`config.mk`:
```
export PLATFORM = sky130hd
export DESIGN_NAME = jtcop_mcu_mailbox
export DESIGN_NICKNAME = d
export VERILOG_FILES = /design/src/rtl/jtcop_mcu_mailbox.sv
export SDC_FILE = /design/constraint.sdc
export NUM_CORES = 1
export LEC_CHECK = 0
export ABC_CLOCK_PERIOD_IN_PS = 1600
export BUFFER_PORTS_ARGS = -buffer_cell sky130_fd_sc_hd__buf_2
export CORE_MARGIN = 2
export CORE_UTILIZATION = 25
export DETAILED_ROUTE_END_ITERATION = 10
export PLACE_DENSITY_LB_ADDON = 0.25
export SETUP_SLACK_MARGIN = 0.05
export SYNTH_ARGS = -nofsm -noshare
export SYNTH_HDL_FRONTEND = slang
export SYNTH_SLANG_ARGS = --single-unit
```
`constraint.sdc`:
```
create_clock -name clk -period 1.6 [get_ports clk]
set_input_delay 0.16 -clock clk [delete_from_list [all_inputs] [get_ports clk]]
set_output_delay 0.16 -clock clk [all_outputs]
set_load 0.005 [all_outputs]
```
`src/rtl/jtcop_mcu_mailbox.sv`:
```
// Main-CPU side of the i8751 mailbox: latches a 16-bit command for the MCU,
// serves it over P0 on P2 strobes and collects the 16-bit reply.
module jtcop_mcu_mailbox #(
   parameter int TOUT_W = 16
) (
   input  logic        clk,
   input  logic        rstn,
   input  logic        cs,
   input  logic        addr,
   input  logic        rnw,
   input  logic [1:0]  dsn,
   input  logic [15:0] cpu_dout,
   output logic [15:0] dout,
   input  logic [7:0]  p2o,
   input  logic [7:0]  p0o,
   output logic [7:0]  p0i,
   output logic        intn,
   output logic        rply_irqn
);

   localparam logic [TOUT_W-1:0] TOUT_MAX = '1;

   logic [15:0]       cmd;
   logic [15:0]       reply;
   logic [7:0]        p2l;
   logic [7:0]        rise;
   logic              csl;
   logic              pend;
   logic              rv;
   logic              ovr;
   logic              tout;
   logic [TOUT_W-1:0] cnt;

   logic              csr;
   logic              wr_cmd;
   logic              rd_data;
   logic              rd_stat;
   logic              tout_hit;
   logic [15:0]       status;
   logic              unused_rise;

   assign rise     = p2o & ~p2l;
   assign csr      = cs & ~csl;
   // A write with both strobes inactive touches nothing, not even the flags
   assign wr_cmd   = csr & ~rnw & ~addr & ~(&dsn);
   assign rd_data  = csr & rnw & ~addr;
   assign rd_stat  = csr & rnw & addr;
   assign tout_hit = pend & (cnt == TOUT_MAX);
   assign status   = {12'd0, tout, ovr, rv, pend};

   // P2.0-P2.2 carry no strobe and P2.3 is used as a level, not an edge
   assign unused_rise = ^rise[3:0];

   always_ff @(posedge clk) begin
      if (!rstn) begin
         cmd       <= '0;
         reply     <= '0;
         p0i       <= '0;
         dout      <= '0;
         cnt       <= '0;
         pend      <= 1'b0;
         rv        <= 1'b0;
         ovr       <= 1'b0;
         tout      <= 1'b0;
         intn      <= 1'b1;
         rply_irqn <= 1'b1;
         p2l       <= 8'hFF;
         csl       <= 1'b0;
      end else begin
         csl <= cs;
         p2l <= p2o;

         if (cs)
            dout <= addr ? status : reply;

         if (wr_cmd) begin
            if (!dsn[1]) cmd[15:8] <= cpu_dout[15:8];
            if (!dsn[0]) cmd[7:0]  <= cpu_dout[7:0];
         end

         // Low-byte strobe wins, and it sees the command before any same-cycle write
         if (rise[5])
            p0i <= cmd[7:0];
         else if (rise[4])
            p0i <= cmd[15:8];

         if (wr_cmd) begin
            pend <= 1'b1;
            cnt  <= '0;
         end else if (tout_hit) begin
            pend <= 1'b0;
            cnt  <= '0;
         end else begin
            if (rise[5])
               pend <= 1'b0;
            if (pend && cnt != TOUT_MAX)
               cnt <= cnt + 1'b1;
         end

         // Sets are written after clears so that they win on collision
         if (rd_stat) begin
            ovr  <= 1'b0;
            tout <= 1'b0;
         end
         if (wr_cmd && pend)
            ovr <= 1'b1;
         if (tout_hit && !wr_cmd)
            tout <= 1'b1;

         if (rise[6]) reply[7:0]  <= p0o;
         if (rise[7]) reply[15:8] <= p0o;

         if (rd_data) rv <= 1'b0;
         if (rise[7]) rv <= 1'b1;

         intn      <= ~(pend & p2o[3]);
         rply_irqn <= ~rv;
      end
   end

endmodule

```
==> results.sh <==
export IMPL_reg2reg_depth=6
export IMPL_ant_nets=0
export IMPL_crit_path_max_fanout=5
export IMPL_final_nets=510
export IMPL_clkPwrFrac=0.491
export IMPL_drive_gt1_frac=0.328
export IMPL_finalMaxSlewViolations=0
export IMPL_antenna_cells=0
export IMPL_hold_class="in -> reg"
export IMPL_synthFlopType="dfxtp_1"
export IMPL_cts_sinks=83
export IMPL_netlist_area_leader_share=0.477
export IMPL_area_growth_pct=35.8
export IMPL_vias=2898
export IMPL_cts_root_buffer="clkbuf_16"
export IMPL_clk_latency_ps=330
export IMPL_hold_viol_final=0
export IMPL_setup_slack_ps=9.79
export IMPL_tightest_slew_ps=487
export IMPL_p_int_mw=3.83
export IMPL_fillers=1440
export IMPL_max_slew_margin_rel=0.676
export IMPL_setup_viol=0
export IMPL_synth_cell_types=45
export IMPL_yosysWarnings=0
export IMPL_post_route_period_util=0.994
export IMPL_synth_area_sq_um=3480
export IMPL_dieArea_sq_um=14900
export IMPL_dp_cells=634
export IMPL_vdd_drop_max_mv=0.382
export IMPL_regArea_sq_um=1680
export IMPL_period_minus_slack_ps=1590
export IMPL_place_congestion=0.783
export IMPL_die_w_um=122
export IMPL_min_to="intn"
export IMPL_io_pins=65
export IMPL_placementRows=43
export IMPL_place_ws_ps=-26.2
export IMPL_regToRegStartpoint="cnt[1]"
export IMPL_wirelength_um=8390
export IMPL_clock_path_buffers=2
export IMPL_clkTransAtPathRegs_ps=60
export IMPL_cts_max_level=3
export IMPL_utilization=0.345
export IMPL_finClkSkew_ps=4.43
export IMPL_grt_usage=0.118
export IMPL_critical_path_class="reg -> reg"
export IMPL_syn_nets=421
export IMPL_p_sw_mw=1.00
export IMPL_drt_wirelength_per_cell_um=12.8
export IMPL_finalSetupTns_ps=0
export IMPL_antenna_found_initial=1
export IMPL_worstSetupEndpointType="flop"
export IMPL_postSynthCellCount=381
export IMPL_status="complete, no violations"
export IMPL_ys_seq_elements=83
export IMPL_grt_pass1_vias=2798
export IMPL_ff2ff_setup_slack_ps=10
export IMPL_regToRegEndpoint="cnt[0]"
export IMPL_postSynthAreaPerCell_sq_um=9.14
export IMPL_fmax_mhz=629
export IMPL_synth_edff_count=0
export IMPL_rsz0062_at_grt="yes"
export IMPL_die_height_um=122
export IMPL_grt_first_pass_wirelength_um=13700
export IMPL_ys_seq_area_frac=0.477
export IMPL_p_sw_frac=0.208
export IMPL_cap_violations=0
export IMPL_cts_tree="yes"
export IMPL_p_per_area_nw_per_um2=1020
export IMPL_cts_buffers_inserted=9
export IMPL_dp_hpwl_um=5800
export IMPL_start_kind="flop"
export IMPL_overflow=0
export IMPL_p_leak_nw=2.03
export IMPL_drc=0
export IMPL_grt_max_degree=54
export IMPL_fin_cells=655
export IMPL_first_iter_violations=92
export IMPL_cp_required_ps=1820
export IMPL_routed_via_density=4.42
export IMPL_hold_depth=2
export IMPL_start_util=0.254
export IMPL_combPwrFrac=0.066
export IMPL_power_frac_seq=0.443
export IMPL_dr_pass1_iters=6
export IMPL_synth_area_top_cells="dfxtp_1 (48%), mux2i_1 (8.3%), nand2_1 (6.0%), o211a_1 (3.5%), nor2b_1 (3.2%)"
export IMPL_multi_input_comb_area_sq_um=1750
export IMPL_io_buffer_count=61
export IMPL_cp_arrival_ps=1810
export IMPL_yosys_area_top_type="dfxtp_1"
export IMPL_async_flop_share=0
export IMPL_hp_start="p2o[3]"
export IMPL_core_region_area_sq_um=13700
==> synth_stat cells, types with 4 or more instances <==
| master | count |
|---|---|
| nor2b_1 | 18 |
| clkbuf_1 | 20 |
| mux2i_1 | 29 |
| xnor2_1 | 4 |
| inv_1 | 19 |
| o22ai_1 | 13 |
| nand2_1 | 56 |
| a21oi_1 | 6 |
| a21boi_1 | 9 |
| o211a_1 | 12 |
| o21ai_0 | 7 |
| o21ai_1 | 6 |
| nand3_1 | 10 |
| a21boi_0 | 9 |
| nor2_1 | 11 |
| nand4_1 | 5 |
| dfxtp_1 | 83 |
| and2_1 | 14 |
| buf_2 | 4 |
| nor3_1 | 6 |
| nand2b_1 | 10 |
==> repair_timing <==
| item | 4_1_cts | 5_1_grt |
|---|---|---|
| setup buffers | 1 | 4 |
| hold buffers | 0 | 0 |
| pin swaps | 6 | 10 |
| resized for setup | 9 | 22 |
| endpoints found under the setup margin | 12 | 32 |
==> flip-flops by register name, indices dropped and copies added (netlist names) <==
name / count
cmd: 16
cnt: 16
csl: 1
dout: 16
intn: 1
ovr: 1
p0i: 8
p2l: 4
pend: 1
reply: 16
rply_irqn: 1
rv: 1
tout: 1
==> area by class of cell <==
class,instances,area share
sequential,83,0.355
multi-input combinational,254,0.369
tap,180,0.0476
clock inverter,5,0.0212
inverter,19,0.0151
clock buffer,11,0.0513
timing repair buffer,103,0.140
==> how the worst max path moves through the flow <==
stage                  from  endpoint  slack [ps]
floorplan           cnt[10]    cnt[5]          50
global placement     cnt[0]   cnt[15]           3
detailed placement   cnt[0]   cnt[13]         -30
CTS                  cnt[0]    cnt[5]          20
global route         cnt[0]    cnt[0]         -50
finish               cnt[1]    cnt[0]          10
==> kinds of logic after synthesis <==
group / share of synthesized area
DFF: 0.477
buffers and inverters: 0.0510
adders and majority gates: 0.00359
muxes: 0.0834
AOI/OAI and AO/OA: 0.149
xor gates and xnor gates: 0.0151
and+or+nand+nor: 0.221
==> through the flow <==
step | cell area [sq um] | power (mW) | hold WS (ps)
finish | 4730 | 4.83 | 19.7
global route | 4730 | 5.04 | 12.0
CTS | 4600 | 4.90 | 7.43
detailed placement | 4210 | 2.50 | 360
global placement | 4210 | 2.49 | 353
floorplan | 3510 | 2.36 | 246
==> placed cells by master (no fill, tap or decap), types with 2 or more instances in the layout <==
cell	instances
or3_4	2
nand3b_1	2
a21oi_1	5
nand2b_1	10
dfxtp_2	8
or4_4	2
nand3_1	5
xor2_1	2
o21ai_1	6
nor2_1	10
o21ai_0	6
and2_1	14
dfxtp_1	73
nand3_2	5
mux2i_1	29
dfxtp_4	2
nor2b_1	18
buf_6	6
inv_1	19
bufinv_16	3
or2_4	2
buf_4	34
a21boi_0	9
a31oi_1	2
nand2_1	55
o22ai_1	13
o211a_1	12
a21oi_2	2
clkinv_2	2
buf_2	61
xnor2_1	4
clkbuf_16	9
a21boi_1	8
nor3_1	5
nand4_1	5
==> metal layers <==
layer	vias to the layer above	GRT usage	wire length (um)
met2	41	0.189	4040
met4	0	0.0453	110
met5	-	0	0
met3	7	0.0379	312
li1	1473	-	-
met1	1377	0.149	3930
==> power by group through the flow <==
| stage | logic (mW) | registers [mW] | clock network (mW) |
|---|---|---|---|
| 3_5_place_dp | 0.308 | 2.19 | 0 |
| 4_1_cts | 0.313 | 2.14 | 2.45 |
| 2_1_floorplan | 0.175 | 2.19 | 0 |
| 3_3_place_gp | 0.305 | 2.19 | 0 |
| 6_report | 0.318 | 2.14 | 2.38 |
| 5_1_grt | 0.355 | 2.14 | 2.54 |
==> worst max-delay path, cell delays in order, from the launching register on <==
cell and delay (ps):
dfxtp_4 380, ha_4 130, nand4_1 120, or4_4 550, buf_6 160, nand3b_1 80
a21oi_1 60
(Power assumes the default switching activity.)
